===== src/rtl/alu_pkg.sv =====
// rtl/alu_pkg.sv - shared opcode and flag definitions for the alu and its pipeline wrapper
package alu_pkg;

    localparam logic [2:0] OP_ADD = 3'b000;
    localparam logic [2:0] OP_SUB = 3'b001;
    localparam logic [2:0] OP_AND = 3'b010;
    localparam logic [2:0] OP_OR  = 3'b011;
    localparam logic [2:0] OP_XOR = 3'b100;
    localparam logic [2:0] OP_SLL = 3'b101;
    localparam logic [2:0] OP_SRL = 3'b110;
    localparam logic [2:0] OP_SRA = 3'b111;

    localparam int FLAG_W = 4;
    localparam int FLAG_V = 3;
    localparam int FLAG_C = 2;
    localparam int FLAG_Z = 1;
    localparam int FLAG_N = 0;

endpackage


===== src/rtl/alu.sv =====
// rtl/alu.sv - combinational alu: add/sub/logic/shift with overflow, carry, zero, negative flags
module alu
    import alu_pkg::*;
#(
    parameter int WIDTH = 8
) (
    input  logic [WIDTH-1:0]  a,
    input  logic [WIDTH-1:0]  b,
    input  logic [2:0]        op,
    output logic [WIDTH-1:0]  y,
    output logic [FLAG_W-1:0] flags
);

    localparam int MSB = WIDTH - 1;
    localparam logic [WIDTH-1:0] SH_MAX = WIDTH'(WIDTH - 1);

    logic [WIDTH:0]   sum;
    logic [WIDTH-1:0] sh;
    logic             carry;
    logic             ovf;

    always_comb begin
        sum   = '0;
        y     = '0;
        carry = 1'b0;
        ovf   = 1'b0;
        // Oversized shift amounts clamp to the widest meaningful shift.
        sh    = (b > SH_MAX) ? SH_MAX : b;
        case (op)
            OP_ADD: begin
                sum   = {1'b0, a} + {1'b0, b};
                y     = sum[WIDTH-1:0];
                carry = sum[WIDTH];
                ovf   = (a[MSB] == b[MSB]) && (y[MSB] != a[MSB]);
            end
            OP_SUB: begin
                sum   = {1'b0, a} - {1'b0, b};
                y     = sum[WIDTH-1:0];
                carry = sum[WIDTH];
                ovf   = (a[MSB] != b[MSB]) && (y[MSB] != a[MSB]);
            end
            OP_AND:  y = a & b;
            OP_OR:   y = a | b;
            OP_XOR:  y = a ^ b;
            OP_SLL:  y = a << sh;
            OP_SRL:  y = a >> sh;
            OP_SRA:  y = $signed(a) >>> sh;
            default: y = '0;
        endcase
        flags         = '0;
        flags[FLAG_V] = ovf;
        flags[FLAG_C] = carry;
        flags[FLAG_Z] = ~|y;
        flags[FLAG_N] = y[MSB];
    end

endmodule


===== src/rtl/alu_pipe_stage.sv =====
// rtl/alu_pipe_stage.sv - two-stage handshaked alu wrapper with sticky flags and op counter
// Optional ALU_PIPE_TAG_EN carries a TAG_W-bit tag alongside each command.
module alu_pipe_stage
    import alu_pkg::*;
#(
    parameter int WIDTH   = 8,
    parameter int COUNT_W = 16
`ifdef ALU_PIPE_TAG_EN
    ,
    parameter int TAG_W   = 4
`endif
) (
    input  logic               clk,
    input  logic               rst,
    input  logic               in_valid,
    output logic               in_ready,
    input  logic [WIDTH-1:0]   in_a,
    input  logic [WIDTH-1:0]   in_b,
    input  logic [2:0]         in_op,
`ifdef ALU_PIPE_TAG_EN
    input  logic [TAG_W-1:0]   in_tag,
    output logic [TAG_W-1:0]   out_tag,
`endif
    output logic               out_valid,
    input  logic               out_ready,
    output logic [WIDTH-1:0]   out_y,
    output logic [FLAG_W-1:0]  out_flags,
    output logic [FLAG_W-1:0]  sticky_flags,
    input  logic               sticky_clr,
    output logic [COUNT_W-1:0] op_count
);

    logic              s1_valid;
    logic [WIDTH-1:0]  s1_a;
    logic [WIDTH-1:0]  s1_b;
    logic [2:0]        s1_op;
    logic [WIDTH-1:0]  alu_y;
    logic [FLAG_W-1:0] alu_flags;
    logic              s2_free;
    logic              s1_move;
    logic              accept;
    logic              out_hs;
`ifdef ALU_PIPE_TAG_EN
    logic [TAG_W-1:0]  s1_tag;
`endif

    assign s2_free  = !out_valid || out_ready;
    assign s1_move  = s1_valid && s2_free;
    // Held low during reset so nothing is accepted into a stage being cleared.
    assign in_ready = !rst && (!s1_valid || s1_move);
    assign accept   = in_valid && in_ready;
    assign out_hs   = out_valid && out_ready;

    alu #(.WIDTH(WIDTH)) u_alu (
        .a     (s1_a),
        .b     (s1_b),
        .op    (s1_op),
        .y     (alu_y),
        .flags (alu_flags)
    );

    always_ff @(posedge clk or posedge rst) begin
        if (rst) begin
            s1_valid <= 1'b0;
            s1_a     <= '0;
            s1_b     <= '0;
            s1_op    <= '0;
`ifdef ALU_PIPE_TAG_EN
            s1_tag   <= '0;
`endif
        end else begin
            if (accept) begin
                s1_a   <= in_a;
                s1_b   <= in_b;
                s1_op  <= in_op;
`ifdef ALU_PIPE_TAG_EN
                s1_tag <= in_tag;
`endif
            end
            s1_valid <= accept || (s1_valid && !s1_move);
        end
    end

    always_ff @(posedge clk or posedge rst) begin
        if (rst) begin
            out_valid <= 1'b0;
            out_y     <= '0;
            out_flags <= '0;
`ifdef ALU_PIPE_TAG_EN
            out_tag   <= '0;
`endif
        end else begin
            if (s1_move) begin
                out_y     <= alu_y;
                out_flags <= alu_flags;
`ifdef ALU_PIPE_TAG_EN
                out_tag   <= s1_tag;
`endif
            end
            out_valid <= s1_move || (out_valid && !out_ready);
        end
    end

    // A clear coinciding with a handshake keeps only that handshake's flags.
    always_ff @(posedge clk or posedge rst) begin
        if (rst) begin
            sticky_flags <= '0;
            op_count     <= '0;
        end else begin
            if (sticky_clr) begin
                sticky_flags <= out_hs ? out_flags : '0;
            end else if (out_hs) begin
                sticky_flags <= sticky_flags | out_flags;
            end
            if (out_hs) begin
                op_count <= op_count + 1'b1;
            end
        end
    end

endmodule


===== config.mk =====
export PLATFORM = sky130hd
export DESIGN_NAME = alu_pipe_stage
export DESIGN_NICKNAME = d
export VERILOG_FILES = /design/src/rtl/alu_pkg.sv /design/src/rtl/alu.sv /design/src/rtl/alu_pipe_stage.sv
export SDC_FILE = /design/constraint.sdc
export NUM_CORES = 1
export LEC_CHECK = 0
export ABC_AREA = 1
export CAP_MARGIN = 25
export CORE_ASPECT_RATIO = 1.4
export CORE_MARGIN = 2
export CORE_UTILIZATION = 45
export DETAILED_ROUTE_END_ITERATION = 10
export PLACE_DENSITY_LB_ADDON = 0.25
export SLEW_MARGIN = 30
export SYNTH_ARGS = -nofsm -noshare
export SYNTH_HDL_FRONTEND = slang
export SYNTH_SLANG_ARGS = --single-unit

===== constraint.sdc =====
create_clock -name clk -period 5 [get_ports clk]
set_clock_uncertainty 0.1 [all_clocks]
set_input_delay 1 -clock clk [delete_from_list [all_inputs] [get_ports clk]]
set_output_delay 1 -clock clk [all_outputs]
set_load 0.1 [all_outputs]

# Word level (Yosys, flattened, before mapping)
# Index checks and enable logic that the tools add are counted.
[classes]
n_addsub = 3
order_cmp = 1
eq_ne = 11
shift = 3
muxes = 7
bitwise = 4
reduce_logical = 21
[ops]
columns = ["operator", "count"]
rows = [
  ["8-bit case mux with 8 select lines", 1],
  ["16-bit by 1-bit adder with 16-bit output, second input constant", 1],
  ["3-bit == test, second input constant", 4],
  ["4-bit two-way mux", 3],
  ["8-bit by 8-bit adder with 9-bit output", 1],
  ["8-bit by 8-bit subtractor with 9-bit output", 1],
  ["8-bit AND", 1],
  ["8-bit by 3-bit > comparator with 1-bit output, second input constant", 1],
  ["1-bit logical AND", 8],
  ["8-bit two-way mux", 1],
  ["8-bit OR", 1],
  ["8-bit OR reduction", 1],
  ["8-bit by 8-bit << shifter with 8-bit output", 1],
  ["8-bit by 8-bit >> shifter with 8-bit output", 1],
  ["8-bit by 8-bit >>> shifter with 8-bit output", 1],
  ["8-bit XOR", 1],
  ["3-bit by 2-bit == test with 1-bit output, second input constant", 2],
  ["1-bit zero test", 6],
  ["1-bit logical OR", 4],
  ["4-bit OR", 1],
  ["1-bit case mux with 2 select lines", 2],
  ["3-bit by 1-bit == test with 1-bit output, second input constant", 1],
  ["3-bit zero test", 1],
  ["1-bit != test", 3],
  ["other kinds (2)", 2],
]
[totals]
ff_bits = 53
inputBits = 24
out_inout_bits = 34
word_cells = 59

# Logic depth before layout (Yosys ltp)
# Gate-level depths: netlist (run 1).
[depth]
depth_word = 7
mapped_depth = 18
depth_no_buf = 18

# Cells and area by module
# Synthesis (run 1) repeated with hierarchy kept, for this count alone.
[unflattened]
cells_unflattened = 579
hier_area_um2 = 4316.6
[modules_own_cells]
columns = ["mod", "instances", "cells_each", "area_each_um2", "seq_area_each_um2"]
rows = [
  ["alu_pipe_stage", 1, 232, 2308.5, 1326.3],
  ["alu", 1, 347, 2008.2, 0.0],
]

# Least setup slack after synthesis (run 1)
# Ideal clock, no wire load.
[synth_timing]
path_type = "input-to-output"
start = "in rst"
end = "out in_ready"
arrival_ns = 2.862
required_ns = 3.900
path_slack_ns = 1.038
cell_stages = 3
n_path_buf = 0
cell_sequence = "inv_1 nand2_1 inv_1"
[synth_via]
elab_chain_cells = 2
[synth_rtl]
columns = ["element", "line_no", "rtl"]
rows = [
  ["start: declaration", "alu_pipe_stage.sv:14", "input logic rst,"],
  ["1-bit zero test (no source line)", "--", ""],
  ["1-bit logical AND", "alu_pipe_stage.sv:50", "assign in_ready = !rst && (!s1_valid || s1_move);"],
  ["end: declaration", "alu_pipe_stage.sv:16", "output logic in_ready,"],
]
# No other way between the ends.

# Final worst setup path (run 1)
[layout_timing]
start = "in out_ready"
end = "out in_ready"
[layout_via]
elab_chain_cells = 4
[layout_rtl]
columns = ["element", "line_no", "rtl"]
rows = [
  ["start: declaration", "alu_pipe_stage.sv:25", "input logic out_ready,"],
  ["1-bit logical OR", "alu_pipe_stage.sv:47", "assign s2_free = !out_valid || out_ready;"],
  ["1-bit logical AND", "alu_pipe_stage.sv:48", "assign s1_move = s1_valid && s2_free;"],
  ["1-bit logical OR", "alu_pipe_stage.sv:50", ""],
  ["1-bit logical AND", "alu_pipe_stage.sv:50", ""],
]
# No other way between the ends.

==> PnR_summary.wiki, run 1 <==
{| class="wikitable"
! Metric !! Value
|-
| Result of the run || completed
|-
| Placer Congestion || between 0.9 and 1
|-
| Vias post-DR || 3668
|-
| Post-layout min period || about 3.1 ns
|-
| Flip-flop and latch area || 1300 µm²
|-
| Number of antenna violations at the first check in global routing || 0
|-
| Netlist Area Pre-Place || 3820 µm²
|-
| Clock Latency Late Sink || 0.30 ns
|-
| Clock Sink Count || 52
|-
| Number of remaining DRC errors || 0
|-
| Setup WS post-layout || 1.88 ns
|-
| Post-route ant nets || 0
|-
| Core area || approximately 8200 µm²
|-
| Fraction of post-synthesis cell area in the top cell type by area || about a third
|-
| Starting utilization of the core area || 46.6%
|-
| Final Hold Vio Count || 0
|-
| Routed wire length per instance || 15.4 µm
|-
| First-pass GRT wire length || 17600 µm
|-
| Share of the clock period used by the worst path after layout || 62.5%
|-
| Final-layout worst hold slack || 0.384 ns
|-
| Relative max-transition margin || between 30% and 40%
|-
| Top cell type by total area after synthesis || sky130_fd_sc_hd__dfrtp_1
|-
| Combinational Power Share || 53.9%
|-
| Average vias per placed instance || about 5.3
|-
| Number of instances in the synthesized netlist || about 530
|-
| Net count of the mapped netlist || 583
|-
| Leakage || between 2 and 2.5 nW
|-
| Share of total power in the clock network || 17.1%
|-
| Sw Share || between 50% and 60%
|-
| Min-delay worst type || register to register
|-
| Maximum number of pins on one net before global-route repair || 53
|-
| Pre-CTS setup slack || 1.88 ns
|-
| Least-Margin Pin Slew || approximately 1 ns
|-
| P_sw || roughly 1.1 mW
|-
| Synthesis-to-finish area growth || 20.8%
|-
| Startpoint Class || input port
|-
| Standard cell area after detailed placement || around 4500 µm²
|-
| Number of antenna repair diodes || 0
|-
| Port Buffers || between 50 and 60
|-
| Synth Warn # || 0
|-
| Post-Layout Inst Area || roughly 4600 µm²
|-
| Number of optimization iterations in the first detailed-route pass || 6
|-
| Fraction of final layout cells sized beyond drive strength 1 || just over 5%
|-
| Total number of H-tree levels || 2
|-
| Post-cts hold buffer count || 0
|-
| Number of buffers inserted by post-CTS setup repair || 0
|-
| Average footprint of a synthesized cell || 7.18 µm²
|-
| Max Cap Violations || 0
|-
| Top FF cell, synth || sky130_fd_sc_hd__dfrtp_1
|-
| Final HPWL from detailed placement || 8480 µm
|-
| Number of flops mapped to enable cells by yosys || 0
|-
| Area contributors post-synth || sky130_fd_sc_hd__dfrtp_1 (34%), sky130_fd_sc_hd__nand2_1 (12%), sky130_fd_sc_hd__nand3_1 (8.5%)
|-
| Critical path endpoint category || output pin
|-
| Die area || 9250 µm²
|-
| Critical path class || input port to output pin
|-
| Starting DRT DRC Count || 255
|-
| Number of distinct library cells after synthesis || between 40 and 50
|-
| Flops & latches, synth || between 50 and 60
|-
| Area of the multi-input gates || 2190 µm²
|-
| Number of instances resized during post-cts repair || 0
|-
| CTS Root Buffer Type || sky130_fd_sc_hd__clkbuf_16
|-
| Setup-failing EPs final || 0
|-
| Post-synthesis sequential area ratio || 34.1%
|-
| PwrDens || 440 nW/µm²
|-
| Setup repair after global routing missed its margin || false
|-
| Async S/R FF share, synth || 100%
|-
| Chip Height || 113 µm
|-
| Max Slew Vio Count || 0
|-
| Total number of nets in the final design || 637
|-
| Die width || 81.9 µm
|-
| WL final || 10600 µm
|-
| Clock tree from TritonCTS || built
|-
| Number of inserted filler cells in the final layout || 833
|-
| Critical-path maximum fanout || 2
|-
| Ports || 58
|-
| Upper clock frequency limit || 0.320 GHz
|-
| Data arrival, critical path || 2.02 ns
|-
| Congestion Overflow GR || 0
|-
| Endpoint required time on the critical path || 3.90 ns
|-
| VDD IR max || around 0.4 mV
|-
| Share of total power in sequential cells || 28.9%
|-
| Number of global-route vias before repair || roughly 3700
|-
| CTS clock-pin slew for the worst setup and hold paths || 0.07 ns
|-
| Site Rows || 39
|-
| Cell-internal power || 0.974 mW
|-
| Longest Clk Path Bufs || 2
|-
| GRT Resource Usage Total || 24.5%
|-
| Inserted Clock Buffers || 5
|-
| Aggregate negative setup slack || 0 ns
|}
[cells by family (layout without fill, tap and decap cells)]
kind of cell / count (synthesis) / after routing / share of synthesized area, %
fa+ha+maj: 27 / 27 / 9.23
buf+inv: 85 / 140 / 8.81
flops: 52 / 52 / 34.1
compound gates: 78 / 78 / 11.4
simple gates: 271 / 271 / 32.1
xor+xnor: 19 / 19 / 4.35
[routing by layer]
layer,share of wire (%),track usage (%),vias up
met5,0,0,-
met4,3.8,10.3,0
met3,3.7,2.87,28
met2,52,43.5,115
met1,41,29.3,1683
li1,-,-,1842
[cell type report]
class / count / share of cell area (%)
clock buffers: 6 / 2.79
well taps: 102 / 2.76
flip-flops and latches: 52 / 28.2
repair buffers: 59 / 12.6
multi-input cells: 395 / 47.3
clock inverters: 2 / 0.352
inverters: 73 / 5.93
[stage by stage]
stage,util (%),cells,total power [mW]
2_1_floorplan,-,532,1.41
3_3_place_gp,54.5,681,1.68
3_5_place_dp,54.5,681,1.69
4_1_cts,56.3,689,2.04
5_1_grt,56.3,689,2.15
6_report,56.3,689,2.03
[worst max-delay path: stages]
cell	delay (ns)
sky130_fd_sc_hd__clkdlybuf4s50_1	0.47
sky130_fd_sc_hd__inv_1	0.05
sky130_fd_sc_hd__nand3_1	0.08
sky130_fd_sc_hd__nand2_1	0.05
sky130_fd_sc_hd__inv_1	0.08
sky130_fd_sc_hd__buf_4	0.29
[state kept, by name, indices dropped and copies added, names as in the netlist]
name,count
out_y,7
out_valid,1
sticky_flags,4
s1_valid,1
s1_op,3
s1_b,8
s1_a,8
out_flags,4
op_count,16
[worst paths after layout]
| kind | startpoint | endpoint | slack [ns] | cells past startpoint |
|---|---|---|---|---|
| worst max-delay path | out_ready | in_ready | 1.88 | 6 |
| worst min-delay path | op_count[15] | op_count[15] | 0.38 | 1 |
| worst max register to register | s1_a[2] | out_flags[1] | 2.30 | 14 |
| worst min register to register | op_count[15] | op_count[15] | 0.38 | 1 |
| max in group asynchronous | rst | out_flags[0] | 3.23 | 3 |
| min in group asynchronous | rst | s1_op[0] | 1.12 | 3 |
[Yosys cell counts (2+ instances only)]
cell                       number
sky130_fd_sc_hd__inv_2          4
sky130_fd_sc_hd__o22ai_1        5
sky130_fd_sc_hd__clkinv_1       2
sky130_fd_sc_hd__nor3_1         5
sky130_fd_sc_hd__xnor2_1        5
sky130_fd_sc_hd__nand4_1       10
sky130_fd_sc_hd__nand3_1       65
sky130_fd_sc_hd__inv_1         67
sky130_fd_sc_hd__clkbuf_1       7
sky130_fd_sc_hd__a31oi_1        7
sky130_fd_sc_hd__dfrtp_1       52
sky130_fd_sc_hd__xor2_1        14
sky130_fd_sc_hd__nand3_2        3
sky130_fd_sc_hd__nor2_1        57
sky130_fd_sc_hd__nor2_4         3
sky130_fd_sc_hd__a21oi_1       30
sky130_fd_sc_hd__fa_1           2
sky130_fd_sc_hd__buf_4          2
sky130_fd_sc_hd__ha_1          25
sky130_fd_sc_hd__o21ai_0       26
sky130_fd_sc_hd__nand2_1      120
[layout by cell type, fill, tap and decap left out, types with 2 or more instances in the layout]
| master | n |
|---|---|
| sky130_fd_sc_hd__nand2_1 | 119 |
| sky130_fd_sc_hd__inv_1 | 66 |
| sky130_fd_sc_hd__nand3_1 | 65 |
| sky130_fd_sc_hd__nor2_1 | 57 |
| sky130_fd_sc_hd__clkdlybuf4s50_1 | 56 |
| sky130_fd_sc_hd__dfrtp_1 | 52 |
| sky130_fd_sc_hd__a21oi_1 | 30 |
| sky130_fd_sc_hd__o21ai_0 | 26 |
| sky130_fd_sc_hd__ha_1 | 25 |
| sky130_fd_sc_hd__xor2_1 | 14 |
| sky130_fd_sc_hd__nand4_1 | 10 |
| sky130_fd_sc_hd__a31oi_1 | 7 |
| sky130_fd_sc_hd__inv_2 | 5 |
| sky130_fd_sc_hd__xnor2_1 | 5 |
| sky130_fd_sc_hd__nor3_1 | 5 |
| sky130_fd_sc_hd__o22ai_1 | 5 |
| sky130_fd_sc_hd__clkbuf_16 | 5 |
| sky130_fd_sc_hd__nand3_2 | 3 |
| sky130_fd_sc_hd__nor2_4 | 3 |
| sky130_fd_sc_hd__buf_4 | 3 |
| sky130_fd_sc_hd__clkinv_1 | 2 |
| sky130_fd_sc_hd__fa_1 | 2 |
[power groups by stage]
stage / clock, mW / sequential, mW / combinational [mW]
floorplan: 0 / 0.994 / 0.417
global placement: 0 / 0.594 / 1.08
detailed placement: 0 / 0.597 / 1.09
CTS: 0.352 / 0.589 / 1.09
global route: 0.370 / 0.603 / 1.18
finish: 0.348 / 0.588 / 1.10
Note: power is estimated with default switching activity, not from simulation.
==> run 2: changes to the inputs <==
Clock period 5 ns to 2.5 ns, I/O delays scaled along.
==> run 2 against run 1 <==
Effect of this change:
- routed wire length rose by 7.5%
- sequential power rose by 99%
- die area stayed put
- critical endpoint is now out_flags[1]
==> PnR_summary.wiki, run 2 (synthesis gave the netlist of run 1 again) <==
{| class="wikitable"
! Metric !! Value
|-
| Congestion Overflow GR || 0 (unchanged)
|-
| Commonest cells after routing, fill and taps aside || sky130_fd_sc_hd__nand2_1 (116), sky130_fd_sc_hd__buf_4 (65), sky130_fd_sc_hd__nand3_1 (64)
|-
| Share of total power in the clock network || 16.7% (-0.4 points)
|-
| Ports || 58 (unchanged)
|-
| Final Hold Vio Count || 0 (unchanged)
|-
| Critical-path maximum fanout || 5 (+3)
|-
| Layout Utilization || 59.7% (+3.4 points)
|-
| Share of total power in sequential cells || 27.6% (-1.3 points)
|-
| Die width || 81.9 µm (unchanged)
|-
| Upper clock frequency limit || 0.431 GHz
|-
| Setup WS post-layout || 0.179 ns (-1.70 ns)
|-
| P_sw || 2.20 mW (+110%)
|-
| Pre-CTS setup slack || 0.0917 ns (-1.79 ns)
|-
| Total number of nets in the final design || 668 (+4.9%)
|-
| Data arrival, critical path || 2.47 ns (+0.45 ns)
|-
| Endpoint required time on the critical path || 2.64 ns (-1.26 ns)
|-
| Most common library cell in the layout ignoring fill and taps || sky130_fd_sc_hd__nand2_1
|-
| Setup-failing EPs final || 0 (unchanged)
|-
| Site Rows || 39 (unchanged)
|-
| Starting DRT DRC Count || 232 (-9.0%)
|-
| Routed wire length per instance || 15.8 µm (+2.8%)
|-
| Min-delay worst type || register to register
|-
| Core area || 8200 µm² (unchanged)
|-
| Sw Share || 52.2% (+0.091 points)
|-
| Setup repair after global routing missed its margin || false
|-
| WL final || 11400 µm (+7.5%)
|-
| Least-Margin Pin Slew || 0.667 ns (-0.316 ns)
|-
| Number of global-route vias before repair || 3818 (+3.0%)
|-
| Clock Sink Count || 52 (unchanged)
|-
| Worst hold path startpoint || op_count[15]
|-
| GRT Resource Usage Total || 26.2% (+1.7 points)
|-
| Max Slew Vio Count || 0 (unchanged)
|-
| Die area || 9250 µm² (unchanged)
|-
| Critical path endpoint category || register
|-
| Critical path class || register to register
|-
| Final HPWL from detailed placement || 9130 µm (+7.7%)
|-
| Fraction of final layout cells sized beyond drive strength 1 || 19.6% (+14 points)
|-
| First element of the critical path || s1_a[6]
|-
| Share of the clock period used by the worst path after layout || between 90 and 100%
|-
| Max Cap Violations || 0 (unchanged)
|-
| Post-layout min period || approximately 2.3 ns
|-
| Max FFs per register || 16 (unchanged)
|-
| Placer Congestion || 0.992 (+9.8%)
|-
| PwrDens || 862 nW/µm² (+96%)
|-
| Total number of H-tree levels || 2 (unchanged)
|-
| Post-layout instance count excluding filler cells || 720 (+4.5%)
|-
| Largest registers || op_count (16), s1_a (8), s1_b (8)
|-
| Clock tree from TritonCTS || built
|-
| Relative max-transition margin || 55.6% (+21 points)
|-
| Port Buffers || 57 (unchanged)
|-
| Chip Height || 113 µm (unchanged)
|-
| Reg-to-Reg Start || s1_a[6]
|-
| Average vias per placed instance || 5.35 (+0.52%)
|-
| Starting utilization of the core area || 46.6% (unchanged)
|-
| CTS Root Buffer Type || sky130_fd_sc_hd__clkbuf_16
|-
| Number of antenna violations at the first check in global routing || 0 (unchanged)
|-
| Register with the highest flop count || op_count
|-
| Maximum number of pins on one net before global-route repair || 53 (unchanged)
|-
| Inserted Clock Buffers || 5 (unchanged)
|-
| Post-cts hold buffer count || 0 (unchanged)
|-
| Leakage || 2.47 nW (+8.2%)
|-
| Result of the run || completed
|-
| Number of remaining DRC errors || 0 (unchanged)
|-
| Post-route ant nets || 0 (unchanged)
|-
| Combinational Power Share || 55.7% (+1.8 points)
|-
| Clock Latency Late Sink || 0.30 ns (about the same)
|-
| Overall power || 4.22 mW (+110%)
|-
| First-pass GRT wire length || 18600 µm (+5.4%)
|-
| Cells after DPL || 710 (+4.3%)
|-
| Wire length on met1 || 4450 µm (+2.8%)
|-
| Vias post-DR || 3853 (+5.0%)
|-
| Number of optimization iterations in the first detailed-route pass || 6 (unchanged)
|-
| Met3 wire length || 587 µm (+50%)
|-
| Cell-internal power || 2.02 mW (+110%)
|-
| Number of antenna repair diodes || 0 (unchanged)
|-
| Longest Clk Path Bufs || 2 (unchanged)
|-
| Routed length on met2 || 5620 µm (+3.0%)
|-
| VDD IR max || 0.940 mV (+140%)
|-
| Highest metal used || met4
|-
| Startpoint Class || register
|-
| Synthesis-to-finish area growth || 28.0%
|-
| CTS clock-pin slew for the worst setup and hold paths || 0.07 ns (about the same)
|}
==> run 2: metrics by stage <==
step,area (µm²),hold slack (ns),setup TNS (ns)
2_1_floorplan,3910,0.356,-4.54
3_3_place_gp,4680,0.359,0
3_5_place_dp,4680,0.363,0
4_1_cts,4820,0.376,0
5_1_grt,4890,0.382,0
6_report,4890,0.374,0
==> run 2: final timing paths <==
path                            depth (start not counted)           end  slack (ns)
worst max register to register                         14  out_flags[1]        0.18
worst min register to register                          1  op_count[15]        0.37
worst min-delay path                                    1  op_count[15]        0.37
min in group asynchronous                               3       s1_a[6]        0.69
max in group asynchronous                               3       s1_a[1]        1.14
worst max-delay path                                   14  out_flags[1]        0.18
==> run 2: timing repair <==
item,in CTS,in global routing
setup endpoints to repair,0,3
setup buffers,0,2
gates resized for setup,0,19
==> run 2: metal layers <==
metal / vias to the layer above / track usage (%)
met5: - / 0
met4: 0 / 15.9
met3: 37 / 3.19
met2: 142 / 44.6
met1: 1764 / 30.6
li1: 1910 / -
==> run 2: final cells by class <==
cell class / instances / area [µm²]
clock buffer: 6 / 129
clock inverter: 2 / 16.3
fill: 789 / 3310
inverter: 73 / 285
multi-input combinational: 395 / 2270
sequential: 52 / 1300
tap: 102 / 128
timing repair buffer: 90 / 758
==> run 2: critical path, cell delays in order (launching register included) <==
cell and delay (ns):
sky130_fd_sc_hd__dfrtp_1 0.46, sky130_fd_sc_hd__inv_1 0.09, sky130_fd_sc_hd__ha_1 0.37, sky130_fd_sc_hd__inv_1 0.10, sky130_fd_sc_hd__nor2_1 0.05, sky130_fd_sc_hd__nor3_1 0.22, sky130_fd_sc_hd__buf_4 0.16, sky130_fd_sc_hd__nand3_1 0.07
sky130_fd_sc_hd__nor2_1 0.21, sky130_fd_sc_hd__nand3_1 0.11, sky130_fd_sc_hd__nand2_1 0.09, sky130_fd_sc_hd__nand2_1 0.05, sky130_fd_sc_hd__nor2_1 0.08, sky130_fd_sc_hd__nand2_1 0.05, sky130_fd_sc_hd__nand2_1 0.05
==> run 2: power groups by stage <==
stage	clock network [mW]	logic (mW)	registers, mW
2_1_floorplan	0	0.857	1.99
3_3_place_gp	0	2.27	1.18
3_5_place_dp	0	2.28	1.18
4_1_cts	0.724	2.29	1.17
5_1_grt	0.755	2.51	1.19
6_report	0.703	2.35	1.17
==> run 3: changes to the inputs <==
Settings changed: CORE_MARGIN 2 to 3, RECOVER_POWER from default to 50.
Clock period 2.5 ns to 2.82 ns, I/O delays scaled along.
==> run 3 against run 2 <==
Effect of this change:
- sequential share of layout area rose by 1.8 points
- final cell count shrank 3.3%
- global-route usage fell by 3.1 points
- first-iteration DRC count up 14%
- clock-buffer cell count unchanged
- via count fell by 2.2%
- flip-flop and latch count stayed put
- power shrank 16%
- critical endpoint unchanged
- largest power group unchanged
==> PnR_summary.wiki, run 3 (synthesis gave the netlist of run 1 again) <==
{| class="wikitable"
! Metric !! Value
|-
| Register with the highest flop count || op_count
|-
| Cells after DPL || 688 (-3.1%)
|-
| Routed wire length per instance || 15.9 µm (+0.81%)
|-
| Ports || 58 (unchanged)
|-
| Clock Sink Count || 52 (unchanged)
|-
| Data arrival, critical path || 2.63 ns (+0.16 ns)
|-
| VDD IR max || 0.596 mV (-37%)
|-
| Starting DRT DRC Count || 265 (+14%)
|-
| Placer Congestion || 1.02 (+3.4%)
|-
| Site Rows || 39 (unchanged)
|-
| CTS clock-pin slew for the worst setup and hold paths || 0.07 ns (about the same)
|-
| Post-layout instance count excluding filler cells || 696 (-3.3%)
|-
| Number of stages on the worst hold path || 1 (unchanged)
|-
| CTS Root Buffer Type || sky130_fd_sc_hd__clkbuf_16
|-
| Synthesis-to-finish area growth || 19.8%
|-
| Combinational Power Share || 53.1% (-2.6 points)
|-
| Relative max-transition margin || 13.9% (-42 points)
|-
| Setup-failing EPs final || 0 (unchanged)
|-
| Number of remaining DRC errors || 0 (unchanged)
|-
| Cell-internal power || 1.66 mW (-18%)
|-
| Max Cap Violations || 0 (unchanged)
|-
| Endpoint required time on the critical path || 2.96 ns (+0.32 ns)
|-
| Longest Clk Path Bufs || 2 (unchanged)
|-
| Congestion Overflow GR || 0 (unchanged)
|-
| Number of antenna repair diodes || 0 (unchanged)
|-
| Average vias per placed instance || 5.41 (+1.1%)
|-
| Starting utilization of the core area || 46.6% (unchanged)
|-
| Total number of H-tree levels || 2 (unchanged)
|-
| Die width || 83.9 µm (+2.4%)
|-
| Post-route ant nets || 0 (unchanged)
|-
| P_sw || 1.88 mW (-15%)
|-
| Number of global-route vias before repair || 3564 (-6.7%)
|-
| Startpoint Class || register
|-
| Vias post-DR || 3767 (-2.2%)
|-
| Final Hold Vio Count || 0 (unchanged)
|-
| Max FFs per register || 16 (unchanged)
|-
| Share of the clock period used by the worst path after layout || 88.4% (-4.4 points)
|-
| Aggregate negative setup slack || 0 ns (unchanged)
|-
| Critical path endpoint category || register
|-
| GRT Resource Usage Total || 23.1% (-3.1 points)
|-
| Number of antenna violations at the first check in global routing || 0 (unchanged)
|-
| Share of total power in the clock network || 17.5% (+0.8 points)
|-
| Critical path class || register to register
|-
| Most frequent cell on the critical path || sky130_fd_sc_hd__nand2_1
|-
| First-pass GRT wire length || 17700 µm (-4.7%)
|-
| Number of inserted filler cells in the final layout || 814 (+3.2%)
|-
| Die area || 9650 µm² (+4.3%)
|-
| Critical-path maximum fanout || 4 (-1)
|-
| Commonest cells after routing, fill and taps aside || sky130_fd_sc_hd__nand2_1 (118), sky130_fd_sc_hd__inv_1 (65), sky130_fd_sc_hd__nand3_1 (65)
|-
| PwrDens || 774 nW/µm² (-10%)
|-
| Port Buffers || 57 (unchanged)
|-
| Clock tree from TritonCTS || built
|-
| Crit path max-delay cell type || sky130_fd_sc_hd__dfrtp_1
|-
| Setup repair after global routing missed its margin || false
|-
| Fraction of final layout cells sized beyond drive strength 1 || 10.8% (-8.8 points)
|-
| Max Slew Vio Count || 0 (unchanged)
|-
| Sw Share || 53.1% (+0.90 points)
|-
| Final HPWL from detailed placement || 8940 µm (-2.1%)
|-
| Number of instances resized during post-cts repair || 0 (unchanged)
|-
| Number of optimization iterations in the first detailed-route pass || 6 (unchanged)
|-
| Post-layout min period || 2.49 ns (+0.172 ns)
|-
| Most common library cell in the layout ignoring fill and taps || sky130_fd_sc_hd__nand2_1
|-
| Delay of the slowest cell on the worst path || 0.46 ns (about the same)
|-
| Cell-by-cell trace of the critical path || ha_1 -> fa_1 -> nand3_1 -> nand3_1 -> a21oi_1 -> o21ai_0 -> xor2_1 -> nand2_1 -> nand2_1 -> nand2_1 -> nor2_1 -> nand2_1 -> nand2_1
|-
| Clock Latency Late Sink || 0.30 ns (about the same)
|-
| Result of the run || completed
|-
| Number of buffers inserted by post-CTS setup repair || 0 (unchanged)
|-
| Post-cts hold buffer count || 0 (unchanged)
|-
| Upper clock frequency limit || 0.401 GHz (-6.9%)
|-
| WL final || 11100 µm (-2.5%)
|-
| Least-Margin Pin Slew || 1.29 ns (+0.624 ns)
|-
| Core area || 8200 µm² (unchanged)
|-
| Chip Height || 115 µm (+1.8%)
|-
| Min-delay worst type || register to register
|-
| Inserted Clock Buffers || 5 (unchanged)
|-
| Largest registers || op_count (16), s1_a (8), s1_b (8)
|-
| Total number of nets in the final design || 644 (-3.6%)
|-
| Share of total power in sequential cells || 29.4% (+1.8 points)
|-
| Leakage || 2.33 nW (-5.8%)
|-
| Maximum number of pins on one net before global-route repair || 53 (unchanged)
|-
| Logic depth of the worst register-to-register path || 13 (-1)
|}
-- run 3: layout make-up --
class	count	area, µm²	share of cell area (%)
Multi-Input combinational cell	395	2190	47.8
Sequential cell	52	1300	28.4
Timing Repair Buffer	66	533	11.6
Inverter	73	282	6.15
Clock buffer	6	129	2.82
Tap cell	102	128	2.79
Clock inverter	2	16.3	0.355
-- run 3: final timing paths --
| path | startpoint | endpoint | slack (ns) |
|---|---|---|---|
| max in group asynchronous | rst | sticky_flags[3] | 0.73 |
| min in group asynchronous | rst | s1_valid | 1.12 |
| worst max register to register | s1_b[0] | out_flags[1] | 0.33 |
| worst max-delay path | s1_b[0] | out_flags[1] | 0.33 |
| worst min-delay path | op_count[15] | op_count[15] | 0.36 |
| worst min register to register | op_count[15] | op_count[15] | 0.36 |
-- run 3: power by group through the flow --
stage,logic (mW),registers [mW],clock network (mW)
4_1_cts,1.91,1.04,0.631
3_3_place_gp,1.91,1.05,0
2_1_floorplan,0.745,1.76,0
5_1_grt,2.02,1.06,0.661
6_report,1.88,1.04,0.621
3_5_place_dp,1.91,1.06,0
-- run 3: critical path: cells and delay by family, from the launching register on --
family | cells | cell delay [ns]
fa+ha+maj | 2 | 0.69
simple gates | 8 | 0.68
flops | 1 | 0.46
compound gates | 2 | 0.34
xor+xnor | 1 | 0.16
-- run 3: per-stage QoR --
| step | instance area [µm²] | worst slack, ns | hold WS (ns) | util, % | total power [mW] |
|---|---|---|---|---|---|
| final | 4580 | 0.328 | 0.364 | 55.8 | 3.54 |
| after global routing | 4580 | 0.0954 | 0.399 | 55.8 | 3.74 |
| after CTS | 4610 | 0.327 | 0.373 | 56.2 | 3.58 |
| after detailed placement | 4460 | 0.241 | 0.359 | 54.5 | 2.96 |
| after global placement | 4460 | 0.301 | 0.362 | 54.5 | 2.96 |
| after floorplan | 3860 | -0.0293 | 0.356 | - | 2.51 |
-- run 3: metal layers --
layer | global-route usage [%] | wire length, µm | vias up | share of wire, %
li1 | - | - | 1853 | -
met1 | 26.7 | 4340 | 1735 | 39
met2 | 42.8 | 5700 | 143 | 51
met3 | 2.51 | 544 | 36 | 4.9
met4 | 10.6 | 505 | 0 | 4.6
met5 | 0 | 0 | - | 0
